[src/rtl/matrix_ram.sv]
// -----------------------------------------------------------------------------
// matrix_ram
//
// Single-port synchronous RAM storing matrix rows. Each row address holds
// eight DATA_WIDTH-bit elements (lanes); one element is written or read per
// clock, selected by {address, byteena}. Read data is registered.
//
// Ports:
//   clk       - clock, all state changes on the rising edge
//   rst_n     - synchronous reset, ACTIVE-HIGH despite the name (kept for
//               port-name compatibility); clears every element and out
//   wren_n    - active-low write enable (0 = write, 1 = read)
//   enable_n  - active-low chip enable (1 = idle, nothing changes)
//   data      - write data
//   address   - row select
//   byteena   - lane select within the row, 0..7
//   out       - registered read data
//
// Priority on each rising edge: reset, idle, write, read.
// -----------------------------------------------------------------------------
module matrix_ram #(
   parameter int DATA_WIDTH   = 8,
   parameter int ADDRESS_BITS = 2
) (
   input  logic                    clk,
   input  logic                    rst_n,
   input  logic                    wren_n,
   input  logic                    enable_n,
   input  logic [DATA_WIDTH-1:0]   data,
   input  logic [ADDRESS_BITS-1:0] address,
   input  logic [2:0]              byteena,
   output logic [DATA_WIDTH-1:0]   out
);

   localparam int DEPTH = 2 ** ADDRESS_BITS;
   localparam int LANES = 8;

   logic [DATA_WIDTH-1:0] mem_q [DEPTH][LANES];
   logic [DATA_WIDTH-1:0] mem_d [DEPTH][LANES];
   logic [DATA_WIDTH-1:0] out_q;
   logic [DATA_WIDTH-1:0] out_d;

   // Next-state: a write updates only the addressed element and leaves out
   // untouched (no write-through); a read only loads out.
   always_comb begin
      mem_d = mem_q;
      out_d = out_q;
      if (!enable_n) begin
         if (!wren_n) begin
            mem_d[address][byteena] = data;
         end else begin
            out_d = mem_q[address][byteena];
         end
      end
   end

   // Reset clears the whole array so every element reads back defined; it
   // also wins over a simultaneous write.
   always_ff @(posedge clk) begin
      if (rst_n) begin
         mem_q <= '{default: '0};
         out_q <= '0;
      end else begin
         mem_q <= mem_d;
         out_q <= out_d;
      end
   end

   assign out = out_q;

endmodule

[config.mk]
export PLATFORM = sky130hd
export DESIGN_NAME = matrix_ram
export DESIGN_NICKNAME = d
export VERILOG_FILES = /design/src/rtl/matrix_ram.sv
export SDC_FILE = /design/constraint.sdc
export NUM_CORES = 1
export LEC_CHECK = 0
export BUFFER_PORTS_ARGS = -buffer_cell sky130_fd_sc_hd__buf_2
export CAP_MARGIN = 20
export CORE_MARGIN = 2
export CORE_UTILIZATION = 61
export CTS_CLUSTER_SIZE = 14
export DETAILED_ROUTE_END_ITERATION = 16
export PLACE_DENSITY = 0.8
export SKIP_CTS_REPAIR_TIMING = 1
export SLEW_MARGIN = 20
export SYNTH_ARGS = -nofsm -noshare
export SYNTH_HDL_FRONTEND = slang
export SYNTH_SLANG_ARGS = --single-unit
[constraint.sdc]
create_clock -name clk -period 2.9 [get_ports clk]
set_clock_uncertainty 0.1 [all_clocks]
set_input_delay 0.145 -clock clk [delete_from_list [all_inputs] [get_ports clk]]
set_output_delay 0.145 -clock clk [all_outputs]
set_load 0.05 [all_outputs]
* Word-level counts from Yosys, hierarchy flattened
Cells that the tools add are included.
Word-level totals: register bits 264, bits of input ports 17, output and inout port bits 8, word-level logic and storage cells 56
Cells by class: magnitude comparators 4, muxes and demuxes 11, bitwise logic cells 4, reductions and logical operators 4
Operator list (count):
- bitwise mux 256 bit | 1
- two-way mux 64 bit | 3
- binary-select mux 64 bit (select 2 bit) | 1
- demux 64 bit (select 2 bit) | 1
- binary-select mux 8 bit (select 3 bit) | 1
- demux 8 bit (select 3 bit) | 1
- two-way mux 8 bit | 3
- greater-or-equal comparator 4 bit, second input constant | 1
- < comparator 4 x 1 -> 1 bit, second input constant | 1
- inverter 3 -> 4 bit | 1
- AND reduction 2 bit | 2
- greater-or-equal comparator 3 bit, second input constant | 1
- < comparator 3 x 1 -> 1 bit, second input constant | 1
- inverter 2 -> 3 bit | 1
- logical AND 1 bit | 2
- inverter 1 bit | 2

* Depth between registers and ports, before layout
word-level depth 8, depth in mapped cells 9, mapped depth without buffers 5

* Worst setup path after synthesis
OpenSTA, ideal clock, no wires.
kind input-to-reg, start input address[0], end register out_q[4], in the netlist out[4], library setup time 0.132 ns, data arrival time 1.503 ns, required time 2.668 ns, path slack 1.165 ns, stages on the path 7, buffers on the path 2, path through buf_6 > buf_12 > mux4_2 > a22oi_1 > nand3_1 > a2111oi_2 > nor3_1
Between the ends: word-level cells in the longest chain between the ends 7
Ends and longest elaborated chain:
- start: declaration | RTL line 30 | input logic [ADDRESS_BITS-1:0] address,
- inverter 2 -> 3 bit (not written as such) | RTL line 52 | out_d = mem_q[address][byteena];
- binary-select mux 64 bit (select 2 bit) | RTL line 52
- two-way mux 64 bit (not written as such) (2 in series) | RTL line 52
- binary-select mux 8 bit (select 3 bit) | RTL line 52
- two-way mux 8 bit (not written as such) (2 in series) | RTL line 52
- end signal: assignment | RTL line 65 | out_q <= out_d;
- end: declaration | RTL line 40 | logic [DATA_WIDTH-1:0] out_q;
Every way passes these cells. The select of a mux whose other input is x is not followed. A chain may end at the register's enable or synchronous reset.

* Worst setup path in the final report
start register mem_q[162] (netlist bit), end register out_q[2], in the netlist out[2]
Between the ends: word-level cells in the longest chain between the ends 6
Ends and longest elaborated chain:
- start: declaration | RTL line 38 | logic [DATA_WIDTH-1:0] mem_q [DEPTH][LANES];
- start signal: assignment | RTL line 64 | mem_q <= mem_d;
- binary-select mux 64 bit (select 2 bit) | RTL line 52
- two-way mux 64 bit (not written as such) (2 in series) | RTL line 52
- binary-select mux 8 bit (select 3 bit) | RTL line 52
- two-way mux 8 bit (not written as such) (2 in series) | RTL line 52
Every way passes these cells. The select of a mux whose other input is x is not followed.

==> flow_summary_export.csv <==
group,metric,value,unit
finish,area_delta_synth_final,9.68,%
synthesis,synth.top_cells.by_count,"307 x sky130_fd_sc_hd__nand2_1, 266 x sky130_fd_sc_hd__a21oi_1, 266 x sky130_fd_sc_hd__nand3_1, 264 x sky130_fd_sc_hd__dfxtp_1, 70 x sky130_fd_sc_hd__clkbuf_1",
die,initial_core_util,0.626,
critical_path,worst_ep_arrival_time,2150,ps
clock_network,cts_inserted_buffers,27,
grt,grt_max_degree,86,
finish,final_layout_size_suffix_gt1_frac,0.132,
finish,antennaDiodeCount,0,
detailed_routing,routedWlPerCell,21.3,µm
place,dpl_cell_area,12100,µm²
die,coreArea,18900,µm²
clock_network,clk_root_buffer_cell,"sky130_fd_sc_hd__clkbuf_16",
synthesis,synth_edf_count,0,
critical_path,timing.setup.critical_path_class,"reg -> reg",
sta,min_period,1860,ps
synthesis,synth.lib_cells_used.distinct,43,
detailed_routing,detailed_route_drc_error_count,0,
finish,stdcell_area,13000,µm²
finish,fin_util,0.686,
die,die_x,143,µm
die,number_of_rows_in_the_core_area,50,
grt,grt_pass1_vias,9818,
grt,grt_first_pass_wirelength,54800,µm
place,detailed_place_hpwl,20900,µm
die,die_area,20500,µm²
finish,number_of_standard_cells_in_the_layout_taps_in_and_fillers_out,1631,
synthesis,syn_area_per_cell,8.42,µm²
die,ios,25,
synthesis,synth_top_flop_cell,"sky130_fd_sc_hd__dfxtp_1",
synthesis,netlist_top_cells_area,"sky130_fd_sc_hd__dfxtp_1 45%, sky130_fd_sc_hd__a21oi_1 11%, sky130_fd_sc_hd__nand3_1 11%",
clock_network,clock_latency_on_the_worst_skew_pair,530,ps
grt,grt_overflow,0,
critical_path,critPathRequiredTime,3190,ps
place,gp_congestion,0.891,
grt,grt_antenna_before_repair,0,
detailed_routing,detailedRoute.firstIterationViolations,1528,
sta,finalWorstSetupSlack,1040,ps
place,port_buffers,24,
sta,final.setup.tns,0,ps
place,numPlacedInstances,1588,
synthesis,synth_area,11800,µm²
run_status,run_status,"finished, final reports clean",
clock_network,clk_pin_slew_worst_paths,60,ps
clock_network,clkSinkCount,264,
finish,fill_cells,1482,
finish,final_net_count,1374,
power,cellLeakagePower,4.10,nW
place,detailedPlace.worstSlack,506,ps
critical_path,worst_setup_path_start_kind,"register",
detailed_routing,drt.antenna.violating_nets,0,
sta,tightestPinTransition,862,ps
sta,rsz0062_at_grt,"no",
die,die_height,143,µm
synthesis,synth.ff_latch_count,264,
clock_network,maximum_number_of_buffers_from_clock_root_to_sink,3,
detailed_routing,wirelength,34700,µm
sta,hold_viol,0,
grt,groute.usage.overall,0.339,
synthesis,synth_fp_nets,1421,
synthesis,ys_async_sr_fraction,0,
detailed_routing,detail_route.vias_per_cell,6.57,
power,power_density,595,nW/µm²
synthesis,synth_largest_area_cell,"sky130_fd_sc_hd__dfxtp_1",
clock_network,cts_tree,"done",
clock_network,cts.htree.levels,1,
synthesis,seq_area_frac_synth,0.447,
flow_run,drv_cap,0,
power,irDropWorstVdd,404,µV
synthesis,synthMostInstantiatedCell,"sky130_fd_sc_hd__nand2_1",
synthesis,syn_inst,1404,
sta,slew_headroom,0.426,
sta,clock.fmax,539,MHz
detailed_routing,total_via_count_in_the_routed_design,10700,
detailed_routing,dr.pass1.iters,6,
hold_path,hold_path_class,"in -> reg",
sta,finalCritPeriodShare,0.640,
critical_path,critical_path.max_fanout,2,
sta,final-max-slew-violation-count,0,
critical_path,worst_setup_path_end_kind,"register",
synthesis,post-synth-top-area-fraction,0.447,
sta,finalSetupViolCount,0,
synthesis,yosysWarnings,0,
==> routing by layer <==
| layer | wire length [µm] | global-route usage |
|---|---|---|
| met3 | 3730 | 0.0590 |
| met1 | 13700 | 0.482 |
| met5 | 0 | 0 |
| met4 | 1080 | 0.114 |
| met2 | 16200 | 0.527 |
==> path summary, 6_finish.rpt <==
kind	from	to	slack, ps	depth (start not counted)
max	mem_q[162]	out[2]	1040	5
min	rst_n	mem_q[66]	80	2
max reg2reg	mem_q[162]	out[2]	1040	5
min reg2reg	mem_q[119]	mem_q[119]	350	2
==> registers in the layout (all words and copies together) (netlist names) <==
register  flops
out           8
mem_q       256
==> cells in the final DEF, fill, tap and decap left out, types with 3 or more instances in the layout <==
| cell type | netlist | layout |
|---|---|---|
| sky130_fd_sc_hd__buf_2 | 49 | 22 |
| sky130_fd_sc_hd__nor3_1 | 4 | 4 |
| sky130_fd_sc_hd__buf_12 | 1 | 11 |
| sky130_fd_sc_hd__nor2_1 | 16 | 15 |
| sky130_fd_sc_hd__buf_4 | 12 | 31 |
| sky130_fd_sc_hd__nand3_1 | 266 | 266 |
| sky130_fd_sc_hd__a22oi_1 | 5 | 5 |
| sky130_fd_sc_hd__nand2_1 | 307 | 307 |
| sky130_fd_sc_hd__clkbuf_16 | 0 | 27 |
| sky130_fd_sc_hd__clkbuf_8 | 0 | 8 |
| sky130_fd_sc_hd__a221oi_1 | 3 | 3 |
| sky130_fd_sc_hd__a311oi_1 | 4 | 4 |
| sky130_fd_sc_hd__mux2i_1 | 19 | 19 |
| sky130_fd_sc_hd__bufinv_16 | 0 | 3 |
| sky130_fd_sc_hd__a21oi_1 | 266 | 266 |
| sky130_fd_sc_hd__mux2_2 | 14 | 14 |
| sky130_fd_sc_hd__clkbuf_1 | 70 | 4 |
| sky130_fd_sc_hd__o221ai_1 | 3 | 3 |
| sky130_fd_sc_hd__mux4_2 | 50 | 50 |
| sky130_fd_sc_hd__dfxtp_1 | 264 | 264 |
| sky130_fd_sc_hd__a22o_1 | 5 | 5 |
==> layout make-up <==
type / instances / area (µm²) / share of cell area
tap: 260 / 325 / 0.0251
inverter: 1 / 3.75 / 0.000289
sequential: 264 / 5290 / 0.408
timing repair buffer: 65 / 577 / 0.0445
multi-input combinational: 998 / 5890 / 0.454
clock inverter: 5 / 100 / 0.00772
clock buffer: 38 / 787 / 0.0607
==> stage by stage <==
step	hold WS (ps)	total power (W)
after floorplan	192	0.00409
after global placement	338	0.00424
after detailed placement	343	0.00425
after CTS	79.7	0.00770
after global routing	116	0.00790
final	77.3	0.00772
==> cells by family after synthesis <==
kind of cell	count (synthesis)	share of synthesized area
compound gates	302	0.138
flops	264	0.447
simple gates	613	0.232
mux	83	0.125
buf+inv	142	0.0580
==> critical path: stages, from the launching register on <==
cell	delay, ps
sky130_fd_sc_hd__dfxtp_1	330
sky130_fd_sc_hd__mux4_2	490
sky130_fd_sc_hd__a22oi_1	210
sky130_fd_sc_hd__nand3_1	190
sky130_fd_sc_hd__a2111oi_2	320
sky130_fd_sc_hd__nor3_1	90
==> report_power, final <==
group	switching, W	internal, W	total (W)
clock network	0.00141	0.00213	0.00354
logic	0.000387	0.000134	0.000521
registers	0.0000151	0.00365	0.00366
total	0.00181	0.00591	0.00772
(Power assumes the default switching activity.)
